`src/rtl/timer_prescaler.sv`:
```
`default_nettype none
// ============================================================================
//  Module      : timer_prescaler
//  Description : Clock-enable generator for the timer counter. Emits a
//                one-cycle tick every 2^(cks+1) pclk cycles, or one tick per
//                rising edge of a synchronised external clock. Ratio changes
//                take effect only at a period boundary, so no period is ever
//                shortened or stretched.
//
//  Ports       : pclk       - system clock, all state on rising edge
//                preset     - synchronous active-high reset
//                en         - run enable
//                cks        - ratio select, divide by 2^(cks+1)
//                ext_sel    - 0 = internal prescaler, 1 = external clock
//                ext_clk    - asynchronous external clock
//                tick       - registered one-cycle count enable
//                cks_active - ratio currently in effect
//                ext_active - registered copy of ext_sel
//
//  Revision    : 1.0 - initial release
// ============================================================================
module timer_prescaler #(
    parameter int SEL_W = 2,
    parameter int CNT_W = 2**SEL_W
) (
    input  logic             pclk,
    input  logic             preset,
    input  logic             en,
    input  logic [SEL_W-1:0] cks,
    input  logic             ext_sel,
    input  logic             ext_clk,
    output logic             tick,
    output logic [SEL_W-1:0] cks_active,
    output logic             ext_active
);

    localparam logic [CNT_W-1:0] c_ALL_ONES = '1;
    localparam logic [SEL_W-1:0] c_TOP_SEL  = SEL_W'(CNT_W - 1);

    logic [CNT_W-1:0] r_cnt;
    logic             r_tick;
    logic [SEL_W-1:0] r_cks_active;
    logic             r_ext_active;
    logic             r_sync0;
    logic             r_sync1;
    logic             r_sync2;

    logic [CNT_W-1:0] w_mask;
    logic             w_terminal;
    logic             w_switch;
    logic             w_ext_rise;

    // mask has (cks_active+1) low-order ones: shifting an all-ones word right
    // by (CNT_W-1-cks_active) keeps exactly that many.
    assign w_mask     = c_ALL_ONES >> (c_TOP_SEL - r_cks_active);
    assign w_terminal = ((r_cnt & w_mask) == w_mask);
    assign w_switch   = (ext_sel != r_ext_active);
    assign w_ext_rise = r_sync1 & ~r_sync2;

    always_ff @(posedge pclk) begin
        if (preset) begin
            r_cnt        <= '0;
            r_tick       <= 1'b0;
            r_cks_active <= '0;
            r_ext_active <= 1'b0;
            r_sync0      <= 1'b0;
            r_sync1      <= 1'b0;
            r_sync2      <= 1'b0;
        end else begin
            // Synchroniser and edge register run in every mode so an edge
            // seen just before a switch to external mode is not lost.
            r_sync0      <= ext_clk;
            r_sync1      <= r_sync0;
            r_sync2      <= r_sync1;
            r_ext_active <= ext_sel;

            // Ratio register: follows cks freely while stopped, otherwise
            // only at an internal terminal count so the running period
            // completes at its original length.
            if (!en) begin
                r_cks_active <= cks;
            end else if (!r_ext_active && w_terminal && (cks != r_cks_active)) begin
                r_cks_active <= cks;
            end

            if (w_switch || !en) begin
                // Source switch or stop: suppress any tick and restart the
                // period from zero.
                r_tick <= 1'b0;
                r_cnt  <= '0;
            end else if (r_ext_active) begin
                r_tick <= w_ext_rise;
                r_cnt  <= '0;
            end else if (w_terminal) begin
                r_tick <= 1'b1;
                // A pending ratio change starts its first period from zero
                // so that period is full length.
                if (cks != r_cks_active) begin
                    r_cnt <= '0;
                end else begin
                    r_cnt <= r_cnt + CNT_W'(1);
                end
            end else begin
                r_tick <= 1'b0;
                r_cnt  <= r_cnt + CNT_W'(1);
            end
        end
    end

    assign tick       = r_tick;
    assign cks_active = r_cks_active;
    assign ext_active = r_ext_active;

endmodule
`default_nettype wire

```
`config.mk`:
```
export PLATFORM = sky130hd
export DESIGN_NAME = timer_prescaler
export DESIGN_NICKNAME = d
export VERILOG_FILES = /design/src/rtl/timer_prescaler.sv
export SDC_FILE = /design/constraint.sdc
export NUM_CORES = 1
export LEC_CHECK = 0
export ABC_AREA = 1
export BUFFER_PORTS_ARGS = -buffer_cell sky130_fd_sc_hd__buf_2
export CORE_AREA = 3 3 40 42
export DETAILED_ROUTE_END_ITERATION = 8
export DIE_AREA = 0 0 43 45
export PLACE_DENSITY_LB_ADDON = 0.3
export SLEW_MARGIN = 5
export SYNTH_ARGS = -nofsm -noshare
export SYNTH_HDL_FRONTEND = slang
export SYNTH_SLANG_ARGS = --single-unit
```
`constraint.sdc`:
```
create_clock -name pclk -period 3.1 [get_ports pclk]
set_input_delay 0.155 -clock pclk [delete_from_list [all_inputs] [get_ports pclk]]
set_output_delay 0.155 -clock pclk [all_outputs]
set_load 0.05 [all_outputs]
```
==> results.json, run 1 <==
{
  "grt_overflow_total": 0,
  "syn_area_um2": 479.2,
  "final_cell_mix": "nand2_1 (16), inv_1 (13), nor2_1 (13), dfxtp_1 (11), buf_2 (10)",
  "cp_common_cell": "nand2_1",
  "syn2layout_area_growth_pct": 20.10,
  "hold_class": "input port to flip-flop",
  "nets": 90,
  "fmax_ghz": 0.8888,
  "p_leak_nw": 0.2818,
  "synth_cell_types": 14,
  "die_w_um": 43,
  "h-tree-depth": 1,
  "synth_seq_area_share_pct": 45.95,
  "avgSynthCellArea_um2": 7.152,
  "drtPass1Iterations": 3,
  "powerDensity_nw_per_um2": 495.9,
  "wl_met2_um": 370,
  "yosys.area.top_type": "dfxtp_1",
  "vias_per_cell": 4.469,
  "final_cell_count_no_fill": 96,
  "cts.sinks": 11,
  "routedLengthMet1_um": 382,
  "synth_mux_area_share_pct": 0,
  "top_layer": "met4",
  "synth_top_family_by_area": "simple AND/OR/NAND/NOR gates",
  "fin_crit_sh_pct": 36.30,
  "synth-compound-area-share_pct": 7.050,
  "cp-start-kind": "flip-flop",
  "gp_congestion": 0.7482,
  "die_y_um": 45,
  "cts_tree": "built",
  "synthCells": 67,
  "vias": 429,
  "cts_setup_buffers": 0,
  "io_buffers": 10,
  "antenna_cells": 0,
  "place_hpwl_um": 659,
  "ant_nets": 0,
  "worst-path-buf-inv": 1,
  "core_um2": 1285,
  "critPathMaxStageDelay_ns": 0.40,
  "slew_headroom_pct": 82.08,
  "drt_wl_total_um": 820,
  "crit_family": "flip-flops",
  "synth_fp_nets": 75,
  "cts_root_buf": "clkbuf_4",
  "criticalPathCategory": "flip-flop to flip-flop",
  "path_cells": "inv_1, nand2_1, nand2_1, nand2_1, nand4_2, a21oi_1, nor2_1",
  "clock_skew_ns": 0.0004796,
  "cts_hold_buf": 0,
  "ir_worst_vdd_v": 0.0002973,
  "area.sequential_um2": 220.2,
  "yosysTopAreaCellShare_pct": 45.95,
  "grt_max_degree": 8,
  "clk_transition_reported_paths_ns": 0.07,
  "yosys-top-cells-area": "dfxtp_1 (46%), nand2_1 (13%), inv_1 (10%), nor2_1 (10%), nand3_1 (4.2%)",
  "drive_above_1_share_pct": 19.75,
  "fin_util_pct": 44.79,
  "cp.arrival_ns": 1.29,
  "synth_adder_area_share_pct": 2.611,
  "antenna_found_initial": 0,
  "grtUsageTotal_pct": 10.88,
  "numCtsBuffers": 3,
  "drc": 0,
  "ys_seq_elements": 11,
  "io_pins": 11,
  "setup_viol": 0,
  "drt_iter0_markers": 6,
  "cp_max_fo": 5,
  "cp-end-kind": "flip-flop",
  "final_common_cell": "nand2_1",
  "cp_slowest_cell": "dfxtp_1",
  "cts_buffer_depth": 2,
  "wl_per_cell_um": 8.542,
  "cts_resized": 0,
  "synth_xor_area_share_pct": 3.655,
  "grt_pass1_wl_um": 1573,
  "cap_viol_max_count": 0,
  "met3_length_um": 39,
  "synthSimpleGateAreaFrac_pct": 30.55,
  "cp.required_ns": 3.27,
  "min_period_ns": 1.125,
  "synth_warnings": 0,
  "hold_viol": 0,
  "placed_cells": 92,
  "clock_latency_ns": 0.27,
  "dieArea_um2": 1935,
  "drv_slew": 0,
  "run_status": "finished, final reports clean",
  "fill_cells": 154,
  "fp-row-count": 13,
  "start_util_pct": 37.29,
  "tightest_slew_ns": 0.2667,
  "multi_input_area_um2": 210.2,
  "rsz0062_at_grt": "false",
  "grt_pass1_vias": 399,
  "fin_setup_tns_ns": 0
}
[sequential cells by signal, summed over array words and instances, names as in the netlist]
signal / count
cks_active: 2
ext_active: 1
r_cnt: 4
r_sync0: 1
r_sync1: 1
r_sync2: 1
tick: 1
[worst min-delay path, delay by kind of cell]
family | cells | cell delay (ns)
buffers and inverters | 2 | 0.13
and+or+nand+nor | 1 | 0.03
[routing by layer]
layer	vias to the layer above	global-route usage, %
met5	-	0
met1	184	13.20
met3	5	2.789
met4	0	7.229
li1	232	-
met2	8	17.07
[cell type report]
cell class	instances	share of cell area, %
Clock buffer	3	3.913
Clock inverter	1	0.8696
Timing Repair Buffer	10	8.696
Sequential cell	11	38.26
Multi-Input combinational cell	43	36.52
Inverter	13	8.478
Tap cell	15	3.261
[kinds of logic (layout without fill, tap and decap cells)]
kind of cell / count (synthesis) / in the layout
and+or+nand+nor: 35 / 35
buffers and inverters: 13 / 27
DFF: 11 / 11
AOI/OAI and AO/OA: 5 / 5
xor gates and xnor gates: 2 / 2
adders and majority gates: 1 / 1
[through the flow]
| step | setup WS [ns] | hold slack (ns) | total power, mW | instance area (um^2) |
|---|---|---|---|---|
| after floorplan | 1.722 | 0.2262 | 0.1787 | 479.2 |
| after global placement | 2.005 | 0.3556 | 0.1901 | 548.0 |
| after detailed placement | 1.981 | 0.3724 | 0.1906 | 548.0 |
| after CTS | 1.955 | 0.08264 | 0.2891 | 575.6 |
| after global routing | 1.798 | 0.08695 | 0.3014 | 575.6 |
| final | 1.975 | 0.08375 | 0.2854 | 575.6 |
[report_power, final]
part / switching, mW / internal, mW / total [mW] / leakage [nW]
logic: 0.0255 / 0.0116 / 0.0371 / 0.174
clock network: 0.0505 / 0.0478 / 0.0983 / 0.0177
registers: 0.00389 / 0.146 / 0.150 / 0.0900
[Yosys cell counts]
| cell | number |
|---|---|
| nand2_1 | 16 |
| a21oi_2 | 1 |
| nor3_1 | 1 |
| a21oi_1 | 2 |
| nor2_1 | 13 |
| o211ai_1 | 1 |
| xor2_1 | 1 |
| inv_1 | 13 |
| a211oi_1 | 1 |
| dfxtp_1 | 11 |
| ha_1 | 1 |
| xnor2_1 | 1 |
| nand3_1 | 4 |
| nand4_2 | 1 |
[worst paths after layout]
check,from,endpoint,slack [ns],cells after the start
worst max-delay path,cks_active[1],cks_active[0],1.97,7
worst min-delay path,ext_clk,r_sync0,0.08,3
worst min register to register,r_sync0,r_sync1,0.41,2
worst max register to register,cks_active[1],cks_active[0],1.97,7
No activity file was read; power rests on OpenSTA's default activity.
==> run 2, diff against run 1 <==
==> constraint.sdc (replaced) <==
create_clock -name pclk -period 1.01 [get_ports pclk]
set_input_delay 0.0505 -clock pclk [delete_from_list [all_inputs] [get_ports pclk]]
set_output_delay 0.0505 -clock pclk [all_outputs]
set_load 0.05 [all_outputs]
==> results.json, run 2 (same netlist as run 1, synthesis figures left out) <==
{
  "seq_power_share_pct": 50.1,
  "vias": 473,
  "multi_input_area_um2": 271.5,
  "top_usage_layer": "met2",
  "core_um2": 1285,
  "fin_crit_sh_pct": 106.6,
  "min_period_ns": 1.077,
  "final_cell_mix": "nand2_1 (13), nor2_1 (11), inv_1 (9), buf_2 (9), buf_4 (8)",
  "placed_cells": 96,
  "tightest_slew_ns": 0.2373,
  "clock_latency_ns": 0.27,
  "fmax_ghz": 0.9287,
  "cp_common_cell": "nand2_1",
  "setup_viol": 2,
  "met2_usage_pct": 19.76,
  "drt_wl_total_um": 969,
  "drc": 0,
  "use_met3_pct": 5.976,
  "regMostFlops": "r_cnt",
  "antenna_cells": 0,
  "hold_viol": 0,
  "cts.sinks": 11,
  "fp-row-count": 13,
  "grt_overflow_total": 0,
  "cp_slowest_cell": "dfxtp_4",
  "cts_tree": "built",
  "grtUsageTotal_pct": 11.79,
  "io_buffers": 10,
  "p_leak_nw": 0.3429,
  "cap_viol_max_count": 0,
  "grt_max_degree": 7,
  "combPwrFrac_pct": 17.9,
  "vias_per_cell": 4.505,
  "drv_slew": 0,
  "largest_register_ffs": 4,
  "fill_cells": 131,
  "cp_max_fo": 5,
  "final_cell_count_no_fill": 105,
  "ir_worst_vdd_v": 0.0007739,
  "critPathMaxStageDelay_ns": 0.38,
  "ant_nets": 0,
  "final_area_um2": 728.2,
  "place_hpwl_um": 671,
  "grtUsageMet1_pct": 12.44,
  "place_ws_ns": -0.08905,
  "numCtsBuffers": 3,
  "worst_slack_ns": -0.06675,
  "sw_frac_of_total_pct": 27.50,
  "rsz0062_at_grt": "true",
  "violations": "setup timing",
  "crit_family": "simple AND/OR/NAND/NOR gates",
  "cts_root_buf": "clkbuf_4",
  "gp_congestion": 0.7354,
  "syn2layout_area_growth_pct": 51.96,
  "grt_pass1_vias": 425,
  "fin_util_pct": 56.67,
  "drtPass1Iterations": 4,
  "cts_buffer_depth": 2,
  "powerDensity_nw_per_um2": 1253,
  "slew_headroom_pct": 84.11,
  "hold_class": "input port to flip-flop",
  "die_w_um": 43,
  "p_int_mw": 0.6617,
  "drive_above_1_share_pct": 47.78,
  "cp-start-kind": "flip-flop",
  "grt_pass1_wl_um": 1656,
  "run_status": "finished, violations left",
  "io_pins": 11,
  "die_y_um": 45,
  "path_cells": "inv_2, nand2_1, nand2_1, nand2_2, nand4_4, a21oi_2, nor2_1",
  "cp-end-kind": "flip-flop",
  "start_util_pct": 37.29,
  "area.sequential_um2": 237.7,
  "p_sw_mw": 0.2509,
  "nets": 99,
  "drt_iter0_markers": 7,
  "final_common_cell": "nand2_1",
  "clk_transition_reported_paths_ns": 0.07,
  "cp.required_ns": 1.17,
  "clock_skew_ns": 0.002718,
  "dieArea_um2": 1935,
  "criticalPathCategory": "flip-flop to flip-flop",
  "wl_per_cell_um": 9.229,
  "placed_cell_area_um2": 589.3,
  "h-tree-depth": 1,
  "cp.arrival_ns": 1.24,
  "clockPowerShare_pct": 32.0,
  "antenna_found_initial": 0,
  "worst-path-buf-inv": 1
}
==> run 2: stage by stage <==
| step | total power, mW | setup TNS [ns] | hold WS (ns) |
|---|---|---|---|
| after floorplan | 0.5490 | -0.09531 | 0.1132 |
| after global placement | 0.5912 | -0.1827 | 0.2538 |
| after detailed placement | 0.5932 | -0.2149 | 0.2671 |
| after CTS | 0.9056 | -0.09073 | 0.02897 |
| after global routing | 0.9685 | -0.5660 | 0.04825 |
| final | 0.9126 | -0.1324 | 0.03421 |
==> run 2: power groups by stage <==
| stage | combinational [mW] | sequential, mW | clock [mW] |
|---|---|---|---|
| 6_report | 0.163 | 0.457 | 0.292 |
| 5_1_grt | 0.179 | 0.460 | 0.330 |
| 4_1_cts | 0.137 | 0.460 | 0.309 |
| 3_5_place_dp | 0.124 | 0.469 | 0 |
| 3_3_place_gp | 0.122 | 0.469 | 0 |
| 2_1_floorplan | 0.0508 | 0.498 | 0 |
==> run 2: routing by layer <==
metal | wire length [um] | up-vias
met5 | 0 | -
met4 | 16 | 0
met3 | 47 | 4
met2 | 486 | 8
met1 | 418 | 210
li1 | - | 251
==> run 2: path summary, 6_finish.rpt <==
check	from	to	slack, ns	depth (start not counted)
worst max-delay path	cks_active[1]	cks_active[0]	-0.07	7
worst min-delay path	cks[0]	cks_active[0]	0.03	3
worst max register to register	cks_active[1]	cks_active[0]	-0.07	7
worst min register to register	r_sync0	r_sync1	0.41	2
==> run 2: repair_timing <==
| action | CTS | global route |
|---|---|---|
| endpoints found under the hold margin | 4 | 0 |
| pin swaps | 6 | 5 |
| setup buffers | 0 | 3 |
| setup endpoints to repair | 6 | 8 |
| resized for setup | 8 | 12 |
| hold buffers | 2 | 0 |
| cloned | 0 | 0 |
==> run 2: final cells by class <==
type                       count  area share (%)
sequential                    11           32.65
tap                           15           2.577
multi-input combinational     43           37.29
clock buffer                   4           3.608
timing repair buffer          19           17.18
inverter                      13           6.701
==> run 2: worst min-delay path, cell delays in order <==
cell and delay (ns):
buf_2 0.11, a21oi_2 0.03, nor2_1 0.07
